File: config.mk
export PLATFORM = sky130hd
export DESIGN_NAME = line_drawer
export DESIGN_NICKNAME = d
export VERILOG_FILES = /design/src/rtl/line_drawer_pkg.sv /design/src/rtl/line_drawer_bresenham_step.sv /design/src/rtl/line_drawer.sv
export SDC_FILE = /design/constraint.sdc
export NUM_CORES = 1
export LEC_CHECK = 0
export ABC_AREA = 1
export CAP_MARGIN = 20
export CORE_MARGIN = 4
export CORE_UTILIZATION = 45
export CTS_CLUSTER_DIAMETER = 50
export DETAILED_ROUTE_END_ITERATION = 7
export DONT_BUFFER_PORTS = 1
export HOLD_SLACK_MARGIN = 0.03
export SYNTH_ARGS = -nofsm -noshare
export SYNTH_HDL_FRONTEND = slang
export SYNTH_HIERARCHICAL = 1
export SYNTH_SLANG_ARGS = --single-unit
File: constraint.sdc
create_clock -name clk -period 5.2 [get_ports clk]
set_clock_uncertainty 0.15 [all_clocks]
set_input_delay 1.04 -clock clk [delete_from_list [all_inputs] [get_ports clk]]
set_output_delay 1.04 -clock clk [all_outputs]
set_load 0.05 [all_outputs]
File: src/rtl/line_drawer_pkg.sv
// ---------------------------------------------------------------------------
// line_drawer_pkg
// Shared definitions for the Bresenham line drawer:
//   - state_e   : controller FSM encoding (IDLE / SETUP / RUN)
//   - STEP_POS / STEP_NEG : encoding of the per-axis walk direction bit
//   - calc_w()  : signed width of the error/delta datapath, wide enough
//                 that dx, dy, err and 2*err never overflow for any
//                 in-range endpoint pair.
// ---------------------------------------------------------------------------
package line_drawer_pkg;

    typedef enum logic [1:0] {
        ST_IDLE  = 2'd0,
        ST_SETUP = 2'd1,
        ST_RUN   = 2'd2
    } state_e;

    // Direction bit: 0 walks towards larger coordinates, 1 towards smaller.
    localparam logic STEP_POS = 1'b0;
    localparam logic STEP_NEG = 1'b1;

    // One bit for the sign and one for the doubling in e2 = 2*err.
    function automatic int calc_w(input int x_width, input int y_width);
        return ((x_width > y_width) ? x_width : y_width) + 2;
    endfunction

endpackage

File: src/rtl/line_drawer_bresenham_step.sv
// ---------------------------------------------------------------------------
// bresenham_step
// Purely combinational single step of integer Bresenham.
// Ports:
//   cur_x/cur_y   in   current pixel
//   end_x/end_y   in   segment end point
//   err, dx, dy   in   signed error term and deltas (dx >= 0, dy <= 0)
//   sx, sy        in   direction bits (STEP_POS / STEP_NEG)
//   nxt_x/nxt_y   out  pixel after this step
//   nxt_err       out  error term after this step
//   at_end        out  current pixel is the segment end point
// ---------------------------------------------------------------------------
module bresenham_step
    import line_drawer_pkg::*;
#(
    parameter int X_WIDTH = 10,
    parameter int Y_WIDTH = 9,
    parameter int W       = 12
)(
    input  logic [X_WIDTH-1:0]  cur_x,
    input  logic [Y_WIDTH-1:0]  cur_y,
    input  logic [X_WIDTH-1:0]  end_x,
    input  logic [Y_WIDTH-1:0]  end_y,
    input  logic signed [W-1:0] err,
    input  logic signed [W-1:0] dx,
    input  logic signed [W-1:0] dy,
    input  logic                sx,
    input  logic                sy,
    output logic [X_WIDTH-1:0]  nxt_x,
    output logic [Y_WIDTH-1:0]  nxt_y,
    output logic signed [W-1:0] nxt_err,
    output logic                at_end
);

    localparam logic [X_WIDTH-1:0] ONE_X  = {{(X_WIDTH-1){1'b0}}, 1'b1};
    localparam logic [Y_WIDTH-1:0] ONE_Y  = {{(Y_WIDTH-1){1'b0}}, 1'b1};
    localparam logic signed [W-1:0] ZERO_W = '0;

    logic signed [W-1:0] e2;
    logic                step_x;
    logic                step_y;

    // NOTE: every signal written in an always_comb gets a value on every path
    // (defaults first), otherwise synthesis infers a latch.
    always_comb begin
        e2     = err <<< 1;
        // Both decisions use the same e2; their error updates are summed.
        step_x = (e2 >= dy);
        step_y = (e2 <= dx);

        nxt_err = err + (step_x ? dy : ZERO_W) + (step_y ? dx : ZERO_W);

        nxt_x = cur_x;
        if (step_x) begin
            nxt_x = (sx == STEP_NEG) ? (cur_x - ONE_X) : (cur_x + ONE_X);
        end

        nxt_y = cur_y;
        if (step_y) begin
            nxt_y = (sy == STEP_NEG) ? (cur_y - ONE_Y) : (cur_y + ONE_Y);
        end

        at_end = (cur_x == end_x) && (cur_y == end_y);
    end

endmodule

File: src/rtl/line_drawer.sv
// ---------------------------------------------------------------------------
// line_drawer
// Rasterises one segment (x1,y1)-(x2,y2) into a stream of pixel writes,
// both endpoints inclusive, at most one pixel per clock.
// Ports:
//   clk, reset              clock; asynchronous active-high reset
//   start / ready           request handshake from the plot controller
//   x1, y1, x2, y2          segment endpoints, captured on the start cycle
//   pixel_valid / ready     pixel handshake towards the framebuffer
//   pixel_x, pixel_y        pixel coordinates
// Configuration macro:
//   LINE_DRAWER_CLIP_EN     when defined, off-screen pixels are walked
//                           internally (one per cycle) but never presented.
// ---------------------------------------------------------------------------
module line_drawer
    import line_drawer_pkg::*;
#(
    parameter  int HOR_ACTIVE_PIXELS = 640,
    parameter  int VER_ACTIVE_PIXELS = 480,
    localparam int X_WIDTH = $clog2(HOR_ACTIVE_PIXELS),
    localparam int Y_WIDTH = $clog2(VER_ACTIVE_PIXELS)
)(
    input  logic               clk,
    input  logic               reset,
    input  logic               start,
    output logic               ready,
    input  logic [X_WIDTH-1:0] x1,
    input  logic [Y_WIDTH-1:0] y1,
    input  logic [X_WIDTH-1:0] x2,
    input  logic [Y_WIDTH-1:0] y2,
    output logic               pixel_valid,
    output logic [X_WIDTH-1:0] pixel_x,
    output logic [Y_WIDTH-1:0] pixel_y,
    input  logic               pixel_ready
);

    localparam int W = calc_w(X_WIDTH, Y_WIDTH);

    state_e              state_q, state_d;
    logic [X_WIDTH-1:0]  x1_q, x1_d, x2_q, x2_d, cur_x_q, cur_x_d;
    logic [Y_WIDTH-1:0]  y1_q, y1_d, y2_q, y2_d, cur_y_q, cur_y_d;
    logic signed [W-1:0] dx_q, dx_d, dy_q, dy_d, err_q, err_d;
    logic                sx_q, sx_d, sy_q, sy_d;

    logic [X_WIDTH-1:0]  nxt_x;
    logic [Y_WIDTH-1:0]  nxt_y;
    logic signed [W-1:0] nxt_err;
    logic                at_end;
    logic                on_screen;
    logic                advance;

    // Endpoints zero-extended into the signed datapath for the SETUP deltas.
    logic signed [W-1:0] x1_s, x2_s, y1_s, y2_s, abs_dx, abs_dy;

    assign x1_s = signed'({{(W-X_WIDTH){1'b0}}, x1_q});
    assign x2_s = signed'({{(W-X_WIDTH){1'b0}}, x2_q});
    assign y1_s = signed'({{(W-Y_WIDTH){1'b0}}, y1_q});
    assign y2_s = signed'({{(W-Y_WIDTH){1'b0}}, y2_q});
    assign abs_dx = (x2_s >= x1_s) ? (x2_s - x1_s) : (x1_s - x2_s);
    assign abs_dy = (y2_s >= y1_s) ? (y2_s - y1_s) : (y1_s - y2_s);

`ifdef LINE_DRAWER_CLIP_EN
    localparam logic [X_WIDTH:0] X_LIMIT = (X_WIDTH+1)'(HOR_ACTIVE_PIXELS);
    localparam logic [Y_WIDTH:0] Y_LIMIT = (Y_WIDTH+1)'(VER_ACTIVE_PIXELS);
    assign on_screen = ({1'b0, cur_x_q} < X_LIMIT) && ({1'b0, cur_y_q} < Y_LIMIT);
`else
    assign on_screen = 1'b1;
`endif

    // Off-screen pixels are skipped without waiting for the framebuffer.
    assign advance = (state_q == ST_RUN) && (pixel_ready || !on_screen);

    bresenham_step #(
        .X_WIDTH (X_WIDTH),
        .Y_WIDTH (Y_WIDTH),
        .W       (W)
    ) u_step (
        .cur_x   (cur_x_q),
        .cur_y   (cur_y_q),
        .end_x   (x2_q),
        .end_y   (y2_q),
        .err     (err_q),
        .dx      (dx_q),
        .dy      (dy_q),
        .sx      (sx_q),
        .sy      (sy_q),
        .nxt_x   (nxt_x),
        .nxt_y   (nxt_y),
        .nxt_err (nxt_err),
        .at_end  (at_end)
    );

    always_comb begin
        state_d = state_q;
        x1_d    = x1_q;
        y1_d    = y1_q;
        x2_d    = x2_q;
        y2_d    = y2_q;
        cur_x_d = cur_x_q;
        cur_y_d = cur_y_q;
        dx_d    = dx_q;
        dy_d    = dy_q;
        err_d   = err_q;
        sx_d    = sx_q;
        sy_d    = sy_q;

        unique case (state_q)
            ST_IDLE: begin
                if (start) begin
                    x1_d    = x1;
                    y1_d    = y1;
                    x2_d    = x2;
                    y2_d    = y2;
                    state_d = ST_SETUP;
                end
            end
            ST_SETUP: begin
                dx_d    = abs_dx;
                dy_d    = -abs_dy;
                err_d   = abs_dx - abs_dy;
                sx_d    = (x2_q >= x1_q) ? STEP_POS : STEP_NEG;
                sy_d    = (y2_q >= y1_q) ? STEP_POS : STEP_NEG;
                cur_x_d = x1_q;
                cur_y_d = y1_q;
                state_d = ST_RUN;
            end
            ST_RUN: begin
                if (advance) begin
                    if (at_end) begin
                        state_d = ST_IDLE;
                    end else begin
                        cur_x_d = nxt_x;
                        cur_y_d = nxt_y;
                        err_d   = nxt_err;
                    end
                end
            end
            default: state_d = ST_IDLE;
        endcase
    end

    // NOTE: state registers use non-blocking assignments so every flop samples
    // the pre-edge value of its inputs regardless of block ordering.
    always_ff @(posedge clk or posedge reset) begin
        if (reset) begin
            state_q <= ST_IDLE;
            x1_q    <= '0;
            y1_q    <= '0;
            x2_q    <= '0;
            y2_q    <= '0;
            cur_x_q <= '0;
            cur_y_q <= '0;
            dx_q    <= '0;
            dy_q    <= '0;
            err_q   <= '0;
            sx_q    <= STEP_POS;
            sy_q    <= STEP_POS;
        end else begin
            state_q <= state_d;
            x1_q    <= x1_d;
            y1_q    <= y1_d;
            x2_q    <= x2_d;
            y2_q    <= y2_d;
            cur_x_q <= cur_x_d;
            cur_y_q <= cur_y_d;
            dx_q    <= dx_d;
            dy_q    <= dy_d;
            err_q   <= err_d;
            sx_q    <= sx_d;
            sy_q    <= sy_d;
        end
    end

    assign ready       = (state_q == ST_IDLE);
    assign pixel_valid = (state_q == ST_RUN) && on_screen;
    assign pixel_x     = cur_x_q;
    assign pixel_y     = cur_y_q;

endmodule
-- Word level (Yosys, flattened, before mapping)
Cells that the tools add are included.
- register bits after elaboration: 97
- input bits: 42
- output and inout bits: 21
- word-level logic and storage cells: 72
- add/sub/neg operators: 12
- order comparisons: 6
- equality and inequality tests: 10
- mux-type cells: 23
- reductions and logical operators: 9
- operators by type and width (cell ; count):
    $mux W12 ; 6
    $mux W10 ; 4
    $mux W9 ; 4
    $add A12 B12 Y12 ; 2
    $pmux W12 S2 ; 1
    $sub A10 B10 Y11 ; 2
    $ge A10 B10 Y1 ; 2
    $pmux W10 S2 ; 1
    $sub A9 B9 Y10 ; 2
    $ge A9 B9 Y1 ; 2
    $pmux W9 S2 ; 1
    $ge A12 B12 Y1 ; 1
    $le A12 B12 Y1 ; 1
    $neg A12 Y12 ; 1
    $sub A12 B12 Y12 ; 1
    $add A10 B1 Y10 const B ; 1
    $eq A10 B10 Y1 ; 1
    $sub A10 B1 Y10 const B ; 1
    $add A9 B1 Y9 const B ; 1
    $eq A9 B9 Y1 ; 1
    $sub A9 B1 Y9 const B ; 1
    $ne A2 B1 Y1 const B ; 4
    $reduce_and A4 Y1 ; 2
    $mux W2 ; 3
    10 further kinds ; 14

-- Depth between registers and ports, before layout
- depth in word-level cells: 7
- depth in mapped cells: 26
- depth with buffers taken out: 25

-- Cells and area by module
The synthesis kept the hierarchy.
- by module, submodules not included (module ; times used ; cells each ; area each (µm²) ; seq. area each (µm²)):
    line_drawer ; 1 ; 858 ; 6512.5 ; 2402.3
    bresenham_step ; 1 ; 423 ; 2680.1 ; 0.0

-- Worst setup path before layout
OpenSTA, ideal clock, no wires.
- path kind: flip-flop to flip-flop
- start: reg dx_q[10]
- end: reg err_q[11]
- setup time: 117 ps
- arrival: 3415 ps
- required time: 4933 ps
- setup slack: 1518 ps
- stages on the path, launching flop included: 25
- buffers on the path: 1
- clock period less this slack: 3682 ps
- path through: dfrtp_1 > inv_1 > ha_1 > nand2_1 > inv_1 > a21oi_1 > nand4_1 > nand3_4 > buf_4 > nand2_1 > fa_1 > inv_1 > ha_1 > a21oi_1 > o21ai_0 > nand2_1 > o211ai_1 > a31oi_1 > inv_1 > nand3_1 > nand2_1 > nor2_1 > nor2_1 > nand2_1 > nand2_1
- cells in the longest elaborated chain, start to end: 6
- ends and longest elaborated chain (element ; line ; text):
    start, declared ; line_drawer.sv:42 ; logic signed [W-1:0] dx_q, dx_d, dy_q, dy_d, err_q, err_d;
    start signal, assigned ; line_drawer.sv:153 ; dx_q <= '0;
    start signal, assigned ; line_drawer.sv:166 ; dx_q <= dx_d;
    $le A12 B12 Y1 ; line_drawer_bresenham_step.sv:49 ; step_y = (e2 <= dx);
    $mux W12 * ; line_drawer_bresenham_step.sv:51 ; nxt_err = err + (step_x ? dy : ZERO_W) + (step_y ? dx : ZERO_W);
    $add A12 B12 Y12 * ; line_drawer_bresenham_step.sv:51 ;
    net nxt_err[11] ; line_drawer.sv:47 ; logic signed [W-1:0] nxt_err;
    $mux W12 * ; line_drawer.sv:129 ; if (at_end) begin
    $mux W12 * ; line_drawer.sv:128 ; if (advance) begin
    $pmux W12 S2 * ; line_drawer.sv:107 ; unique case (state_q)
    end signal, assigned ; line_drawer.sv:168 ; err_q <= err_d;
    end, declared ; line_drawer.sv:42 ;
The timed path passes the listed nets; every way through them passes the cells marked *. The select of a mux whose other input is x is not followed.
A chain may end at the register's enable or synchronous reset.

-- Worst setup path in the final report
- start: reg err_q[0]
- end: reg err_q[5]
- cells in the longest elaborated chain, start to end: 7
- elaborated cells on any way between the ends: 9
- those cells by class: 2 x add/sub; 2 x order compare; 5 x mux
- ends and longest elaborated chain (element ; line ; text):
    $ge A12 B12 Y1 ; line_drawer_bresenham_step.sv:48 ; step_x = (e2 >= dy);
    $mux W12 ; line_drawer_bresenham_step.sv:51 ;
    $add A12 B12 Y12 ; line_drawer_bresenham_step.sv:51 ;
    $add A12 B12 Y12 * ; line_drawer_bresenham_step.sv:51 ;
    net nxt_err[5] ; line_drawer.sv:47 ;
    $mux W12 * ; line_drawer.sv:129 ;
    $mux W12 * ; line_drawer.sv:128 ;
    $pmux W12 S2 * ; line_drawer.sv:107 ;
Marked as above.

==> impl_metrics.tcl <==
set metrics [dict create \
    path_common_cell "o21ai_0" \
    status "completed" \
    worstPathRequired_ns 5.32 \
    syn_nets 1397 \
    finalSetupViolations 0 \
    holdWs_ns 0.331 \
    via_per_inst 5.13 \
    critPathArrivalTime_ns 4.42 \
    cp_num_buf_inv 2 \
    post-route-period-util_pct 82.6 \
    pre_cts_slack_ns 0.950 \
    fp.dieH_microns 149 \
    antenna_left 0 \
    rsz0062_at_grt "false" \
    layout_common_cells "nand2_1 (327), inv_1 (185), ha_1 (95), dfrtp_1 (95), o21ai_0 (88)" \
    critPathMaxFanout 19 \
    antenna_cells 0 \
    crit_path_cell_trace "ha_1, a21oi_1, o21ai_0, nand2_1, nand4_1, nand2_2, inv_2, nor2_1, fa_1, ha_1, inv_1, fa_1, o31ai_1, xor2_1, o21ai_0, o21ai_0" \
    row_count 51 \
    cts.sinks 95 \
    cts-htree-levels 3 \
    grt_first_pass_wirelength_microns 39300 \
    critical-path-top-delay-family "adder cells" \
    grt_pass1_vias 7508 \
    drive_gt1_share_pct 6.75 \
    drv_cap 0 \
    cts-root-buf "clkbuf_16" \
    grt_max_degree 78 \
    layout_commonest_cell "nand2_1" \
    cts_hold_buf 0 \
    vias 7670 \
    clkTransAtPathRegs_ns 0.07 \
    dr.first_iter.drc_count 426 \
    grt.overflow.total 0 \
    post_cts_resized 0 \
    period_minus_slack_ns 4.29 \
    cts_setup_buffers 0 \
    wl_per_cell_microns 15.9 \
    grt_antenna_before_repair 0 \
    dpl.hpwl_microns 19000 \
    ioPinCount 63 \
    synth_area_per_cell_sq_um 7.24 \
    start_util_pct 46.0 \
    core_sq_um 19500 \
    cp-end-kind "flop" \
    start_kind "flop" \
    criticalPathCategory "flop to flop" \
    max_freq_mhz 233 \
    worst_pin_slew_ns 1.02 \
    netlist_instances 1242 \
    fin_nets 1379 \
    dr.pass1.iters 4 \
    setup_slack_ns 0.906 \
    fin_setup_tns_ns 0 \
    area_delta_synth_final_pct 5.67 \
    hp-class "flop to flop" \
    insertion_delay_ns 0.36 \
    relSlewSlack_pct 31.4 \
    cts_tree "done" \
    slew_violations 0 \
    max_stage_delay_ns 0.51 \
    cts.path.max_buffers 2 \
    drc 0 \
    syn_area_sq_um 8990 \
    grt_usage_pct 22.2 \
    place_congestion 0.980 \
    numCtsBuffers 9 \
    critPathSlowestCell "fa_1" \
    die_area_sq_um 22300 \
    routed_wl_microns 23800 \
    io_buffer_count 0 \
    yosys_warnings 6 \
    finalHoldViolCount 0 \
    die_w_microns 149 \
]
-- metal layers --
| metal | part of all wire, % | GRT usage, % |
|---|---|---|
| met2 | 44 | 33.8 |
| met1 | 50 | 33.2 |
| met5 | 0 | 0 |
| met4 | 1.7 | 5.17 |
| met3 | 4.7 | 3.49 |
-- area by class of cell --
| type | instances | area [sq um] |
|---|---|---|
| Clock buffer | 10 | 239 |
| Clock inverter | 6 | 67.6 |
| Fill cell | 2029 | 10000 |
| Inverter | 195 | 734 |
| Multi-Input combinational cell | 914 | 5670 |
| Sequential cell | 95 | 2380 |
| Tap cell | 265 | 332 |
| Timing Repair Buffer | 9 | 80.1 |
-- stage by stage --
stage	cells	area [sq um]	util [%]
2_1_floorplan	1242	8990	-
3_3_place_gp	1477	9170	47.0
3_5_place_dp	1477	9170	47.0
4_1_cts	1493	9480	48.5
5_1_grt	1494	9500	48.6
6_report	1494	9500	48.6
-- worst min-delay path: cells and delay by family, from the launching register on --
kind          cells  cell delay [ns]
flops             1             0.34
simple gates      2             0.10
-- worst paths after layout --
| check | start | to | slack (ns) | cells after the start |
|---|---|---|---|---|
| max reg2reg | err_q[0]$_DFFE_PP0P_ | err_q[5]$_DFFE_PP0P_ | 0.91 | 16 |
| max | err_q[0]$_DFFE_PP0P_ | err_q[5]$_DFFE_PP0P_ | 0.91 | 16 |
| min in group asynchronous | reset | x2_q[0]$_DFFE_PP0P_ | 0.58 | 1 |
| max in group asynchronous | reset | err_q[6]$_DFFE_PP0P_ | 3.39 | 2 |
| min | dy_q[11]$_DFFE_PP0N_ | dy_q[11]$_DFFE_PP0N_ | 0.33 | 2 |
| min reg2reg | dy_q[11]$_DFFE_PP0N_ | dy_q[11]$_DFFE_PP0N_ | 0.33 | 2 |
-- state kept, by name (all words and copies together), names as in the netlist --
name / flops
dy_q: 12
dx_q: 11
err_q: 11
pixel_x: 10
x1_q: 10
x2_q: 10
pixel_y: 9
y1_q: 9
y2_q: 9
state_q: 2
sx_q: 1
sy_q: 1
Power is left out: the tool's default activity adds up to more than one toggle a clock period on the data nets, which glitch-free logic cannot reach.
